<file path="config.mk">
export PLATFORM = sky130hd
export DESIGN_NAME = angle_step_driver
export DESIGN_NICKNAME = d
export VERILOG_FILES = /design/src/rtl/angle_pkg.sv /design/src/rtl/angle_pulse_timer.sv /design/src/rtl/angle_step_driver.sv
export SDC_FILE = /design/constraint.sdc
export NUM_CORES = 1
export LEC_CHECK = 0
export ABC_AREA = 1
export BUFFER_PORTS_ARGS = -buffer_cell sky130_fd_sc_hd__buf_2
export CORE_MARGIN = 2
export CORE_UTILIZATION = 59
export CTS_CLUSTER_DIAMETER = 200
export DETAILED_ROUTE_END_ITERATION = 8
export PLACE_DENSITY_LB_ADDON = 0.1
export REMOVE_ABC_BUFFERS = 1
export SYNTH_ARGS = -nofsm -noshare
export SYNTH_HDL_FRONTEND = slang
export SYNTH_SLANG_ARGS = --single-unit
</file>
<file path="constraint.sdc">
create_clock -name Clock -period 4.4 [get_ports Clock]
set_input_delay 0.44 -clock Clock [delete_from_list [all_inputs] [get_ports Clock]]
set_output_delay 0.44 -clock Clock [all_outputs]
set_load 0.1 [all_outputs]
</file>
<file path="src/rtl/angle_pkg.sv">
// Shared constants, state encoding and direction codes for the angle step driver.
package angle_pkg;

  localparam int ANGLE_BITS = 9;
  localparam int ANGLE_W    = ANGLE_BITS + 1;
  localparam int MIN        = 0;
  localparam int MAX        = 360;

  typedef enum logic [2:0] {
    IDLE = 3'd0,
    DIR  = 3'd1,
    HI   = 3'd2,
    LO   = 3'd3,
    DONE = 3'd4
  } state_e;

  localparam logic DIR_UP = 1'b1;
  localparam logic DIR_DN = 1'b0;

endpackage

</file>
<file path="src/rtl/angle_pulse_timer.sv">
// Loadable down-counter timing the Enable high and low phases; holds at zero.
module angle_pulse_timer #(
  parameter int TW = 2
) (
  input  logic          clk_i,
  input  logic          rst_i,
  input  logic          load_i,
  input  logic [TW-1:0] load_val_i,
  input  logic          count_en_i,
  output logic [TW-1:0] count_o,
  output logic          zero_o
);

  logic [TW-1:0] count_q, count_d;

  always_comb begin
    count_d = count_q;
    if (load_i) begin
      count_d = load_val_i;
    end else if (count_en_i && (count_q != '0)) begin
      count_d = count_q - TW'(1);
    end
  end

  always_ff @(posedge clk_i) begin
    if (rst_i) count_q <= '0;
    else       count_q <= count_d;
  end

  assign count_o = count_q;
  assign zero_o  = (count_q == '0);

endmodule

</file>
<file path="src/rtl/angle_step_driver.sv">
// Drives Enable/add_sub into the 0..360 angle counter until a shadow copy of the
// counter reaches the commanded target, taking the shortest allowed direction.
module angle_step_driver
  import angle_pkg::*;
#(
  parameter int bits   = ANGLE_BITS,
  parameter int min    = MIN,
  parameter int max    = MAX,
  parameter int HI_CYC = 2,
  parameter int LO_CYC = 2
) (
  input  logic          Clock,
  input  logic          resetn,
  input  logic          go,
  input  logic [bits:0] target,
  input  logic          sync_en,
  input  logic [bits:0] sync_val,
  output logic          Enable,
  output logic          add_sub,
  output logic          busy,
  output logic          done,
  output logic          err,
  output logic [bits:0] angle
);

  localparam int TMAX = (HI_CYC > LO_CYC) ? HI_CYC : LO_CYC;
  localparam int TW   = $clog2(TMAX + 1);

  localparam logic [bits+1:0] MAX_X = (bits+2)'(max);
  localparam logic [bits+1:0] ONE_X = (bits+2)'(1);
  localparam logic [bits:0]   MAX_A = (bits+1)'(max);
  localparam logic [bits:0]   MIN_A = (bits+1)'(min);
  localparam logic [bits:0]   ONE_A = (bits+1)'(1);
  localparam logic [TW-1:0]   HI_LD = TW'(HI_CYC - 1);
  localparam logic [TW-1:0]   LO_LD = TW'(LO_CYC - 1);

  state_e        state_q, state_d;
  logic [bits:0] angle_q, angle_d;
  logic [bits:0] target_q, target_d;
  logic          dir_q, dir_d;
  logic          err_q, err_d;

  logic          tmr_load, tmr_count, tmr_zero;
  logic [TW-1:0] tmr_val, tmr_cnt;

  logic [bits+1:0] ang_x, tgt_x, in_x, d_dn, d_up;
  logic [bits:0]   step_up, step_dn;

  // Distances are one bit wider than the angle so max+1 never truncates.
  assign ang_x   = {1'b0, angle_q};
  assign tgt_x   = {1'b0, target_q};
  assign in_x    = {1'b0, target};
  assign d_dn    = ang_x - tgt_x;
  assign d_up    = MAX_X + ONE_X - ang_x + tgt_x;
  assign step_up = (angle_q == MAX_A) ? MIN_A : angle_q + ONE_A;
  assign step_dn = angle_q - ONE_A;

  angle_pulse_timer #(.TW(TW)) u_timer (
    .clk_i      (Clock),
    .rst_i      (resetn),
    .load_i     (tmr_load),
    .load_val_i (tmr_val),
    .count_en_i (tmr_count),
    .count_o    (tmr_cnt),
    .zero_o     (tmr_zero)
  );

  always_comb begin
    state_d   = state_q;
    angle_d   = angle_q;
    target_d  = target_q;
    dir_d     = dir_q;
    err_d     = 1'b0;
    tmr_load  = 1'b0;
    tmr_val   = '0;
    tmr_count = 1'b0;
    unique case (state_q)
      IDLE: begin
        if (sync_en) begin
          angle_d = sync_val;
        end else if (go) begin
          if (in_x > MAX_X) begin
            err_d = 1'b1;
          end else begin
            target_d = target;
            state_d  = (target == angle_q) ? DONE : DIR;
          end
        end
      end
      DIR: begin
        // A move crossing min downward would wrap badly in the counter, so
        // any target above the shadow is reached upward; ties go down.
        if (tgt_x > ang_x)      dir_d = DIR_UP;
        else if (d_dn <= d_up)  dir_d = DIR_DN;
        else                    dir_d = DIR_UP;
        state_d  = HI;
        tmr_load = 1'b1;
        tmr_val  = HI_LD;
      end
      HI: begin
        tmr_count = 1'b1;
        if (tmr_cnt == HI_LD) angle_d = dir_q ? step_up : step_dn;
        if (tmr_zero) begin
          state_d  = LO;
          tmr_load = 1'b1;
          tmr_val  = LO_LD;
        end
      end
      LO: begin
        tmr_count = 1'b1;
        if (tmr_zero) begin
          if (angle_q == target_q) begin
            state_d = DONE;
          end else begin
            state_d  = HI;
            tmr_load = 1'b1;
            tmr_val  = HI_LD;
          end
        end
      end
      DONE:    state_d = IDLE;
      default: state_d = IDLE;
    endcase
  end

  always_ff @(posedge Clock) begin
    if (resetn) begin
      state_q <= IDLE;
      angle_q <= MIN_A;
      dir_q   <= DIR_DN;
      err_q   <= 1'b0;
    end else begin
      state_q <= state_d;
      angle_q <= angle_d;
      dir_q   <= dir_d;
      err_q   <= err_d;
    end
  end

  always_ff @(posedge Clock) begin
    target_q <= target_d;
  end

  assign Enable  = (state_q == HI);
  assign busy    = (state_q == DIR) || (state_q == HI) || (state_q == LO);
  assign done    = (state_q == DONE);
  assign err     = err_q;
  assign add_sub = dir_q;
  assign angle   = angle_q;

endmodule

</file>
==> results.md <==
- Final worst path period share: 74.6%
- Synth-to-Final Area Change: 7.66%
- Largest net degree at the start of global routing: 20
- Die height: 77.3 µm
- Power per cell area: 783 mW/mm²
- CTS buffer count: 3
- Worst slew pin tran: 0.994 ns
- Via count: 3,008
- CP endpoint kind: flip-flop
- GRT Residual Overflow: 0
- Count of final setup violators: 0
- Antenna diodes: 0
- Sequential area share after synthesis: 20.2%
- Core box area: 0.00514 mm²
- GPL Wtd Cong: 0.868
- Syn Inst Count: 468
- Total of max-cap violations: 0
- Netlist cell types: 38
- Leak Pwr: 1.71 nW
- WS Path Type: flip-flop to flip-flop
- Combinational share of power: 77.0%
- P_int: 0.00106 W
- Hpwl dp: 6.00 mm
- Critical Path AT: 3.46 ns
- Placement Rows: 26
- Register area: 641 µm²
- Clock latency on the worst-skew pair: 0.28 ns
- Async SR Flop Fraction: 0%
- R2R cell count: 15
- Hold Slack: 0.356 ns
- Number of flops mapped to enable cells by yosys: 10
- Fraction of layout cells with a size suffix above 1: 14.2%
- Post-synth top area share: 17.4%
- Flop-to-flop setup slack: 1.12 ns
- Total of fill cells in the finished design: 501
- Reg2Reg Launch Point: angle[2]
- Clock root buffer: clkbuf_8
- Fin nets: 570
- RSZ-0062 raised after global routing: false
- Hold Buf Count CTS: 0
- Req. time, crit path: 4.58 ns
- Reg clk slew, reported paths: 0.10 ns
- Tmin final: 3.28 ns
- Multi-input gate area: 0.00220 mm²
- End of the worst register-to-register path: add_sub
- Final hold vios: 0
- Initial Utilization: 61.6%
- I/O Pins: 39
- Psw: 0.00161 W
- Setup TNS: 0 ns
- Top cells by area, synth: ha_1 17%, nand2_1 13%, dfxtp_1 11%, edfxtp_1 9.5%, inv_1 6.4%
- Reg power frac: 17.4%
- TritonCTS clock tree: built
- Gr usage total: 26.2%
- Switching part of the total power: 60.3%
- Die area: 0.00597 mm²
- Avg WL per Cell: 12.8 µm
- Synthesized area: 0.00317 mm²
- Run status: finished, final reports clean
- H-tree depth: 1
- First-pass DRT Iterations: 5
- Sink Count: 27
- Top FF cell, synth: dfxtp_1
- Final instance area: 0.00341 mm²
- Startpoint types: flip-flop
- Worst min-delay path startpoint: target[2]
- Port Buffers: 38
- Syn. warnings: 0
- Die W: 77.3 µm
- Initial antenna violation count: 0
- HP Class: input port to flip-flop
- Skew final: 0.00309 ns
- Antenna viol nets, final: 0
- Max frequency: 305 MHz
- Clk buf depth: 2
- WHS Path Cells: 1
- Slew Viols, Final: 0
- Min-Delay Endpoint: target_q[2]
- Final wirelength: 7.28 mm
- Crit Path Max Fanout: 13
- Synth Register Bits: 27
- Slew HR: 33.8%
- Post-CTS Setup Repair Bufs: 0
- Peak VDD IR: 0.000613 V
- Iter 0 DRT Violations: 129
- First-pass GRT wire length: 12.9 mm
- Vias in the first global route: 2,945
- DR vias/cell: 5.29
- Synth area leader: ha_1
- # DRC: 0
- Dpl cell area: 0.00336 mm²
- Clock Power Share: 5.6%
- Syn avg cell area: 6.77 µm²
- CTS resizes: 0
## worst max-delay path by stage
stage | cells after the start | start | endpoint | slack (ns)
2_1_floorplan | 15 | angle[2] | add_sub | 0.84
3_3_place_gp | 15 | angle[2] | add_sub | 1.27
3_5_place_dp | 15 | angle[2] | add_sub | 1.18
4_1_cts | 15 | angle[2] | add_sub | 1.15
5_1_grt | 15 | angle[2] | add_sub | 0.79
6_report | 15 | angle[2] | add_sub | 1.12
## state kept, by name, summed over array words and instances, names as in the netlist
register	flops
target_q	10
err	1
add_sub	1
u_timer.count_o	2
angle	10
state_q	3
## cells in the mapped netlist, types with 5 or more instances
library cell  instances
nand3_1              40
ha_1                 44
edfxtp_1             10
xor2_1               22
inv_2                 9
nand2_1             106
nor2_2                5
a21oi_1              34
nor2_1               42
inv_1                54
nor3_1                7
dfxtp_1              17
o21ai_0              17
buf_2                 6
o21ai_1               8
nand4_1               8
## logic make-up after synthesis
| group | Yosys count | synth area share [%] |
|---|---|---|
| simple gates | 221 | 31.2 |
| buf+inv | 76 | 10.4 |
| compound gates | 73 | 12.7 |
| fa+ha+maj | 46 | 18.6 |
| flops | 27 | 20.2 |
| xor+xnor | 25 | 6.91 |
## final cells by class
type / instances / share of cell area, %
clock buffer: 3 / 1.21
clock inverter: 1 / 0.147
inverter: 64 / 7.04
multi-input combinational: 365 / 64.5
sequential: 27 / 18.8
tap: 70 / 2.57
timing repair buffer: 39 / 5.80
## layer usage
metal	GRT usage, %	share of wire (%)	vias to the layer above
met1	31.4	45	1346
met3	2.71	4.0	11
li1	-	-	1590
met4	7.50	1.9	0
met5	0	0	-
met2	48.9	49	61
## critical path: stages, from the launching register on
cell	delay, ns
dfxtp_1	0.65
inv_1	0.19
ha_1	0.44
ha_1	0.24
a21oi_1	0.19
o21ai_1	0.11
a21oi_1	0.20
nor2_1	0.07
nor2_1	0.11
xor2_1	0.18
ha_1	0.27
a21oi_1	0.13
o21a_1	0.12
nand4_1	0.10
nor2_1	0.14
nor2_1	0.05
## power by group through the flow
stage | combinational [W] | clock [W] | sequential [W]
2_1_floorplan | 0.00137 | 0 | 0.000729
3_3_place_gp | 0.00200 | 0 | 0.000463
3_5_place_dp | 0.00205 | 0 | 0.000468
4_1_cts | 0.00206 | 0.000153 | 0.000462
5_1_grt | 0.00234 | 0.000158 | 0.000482
6_report | 0.00206 | 0.000149 | 0.000465
## placed cells by master (no fill, tap or decap), drive strengths merged, types with 5 or more instances in the layout
cell / netlist / routed
nor3: 7 / 7
nand2: 110 / 110
nor2: 49 / 49
inv: 63 / 63
or2: 5 / 5
ha: 44 / 44
dfxtp: 17 / 17
a21oi: 37 / 37
buf: 11 / 39
o21ai: 26 / 26
nand4: 8 / 8
nand3: 40 / 40
edfxtp: 10 / 10
xor2: 22 / 22
## through the flow
step	util, %	total power (W)	setup WS [ns]	cells
after floorplan	-	0.00210	0.838	456
after global placement	65.5	0.00246	1.27	565
after detailed placement	65.5	0.00252	1.18	565
after CTS	66.4	0.00268	1.15	569
after global routing	66.4	0.00298	0.794	569
final	66.4	0.00267	1.12	569
(Power assumes the default switching activity.)
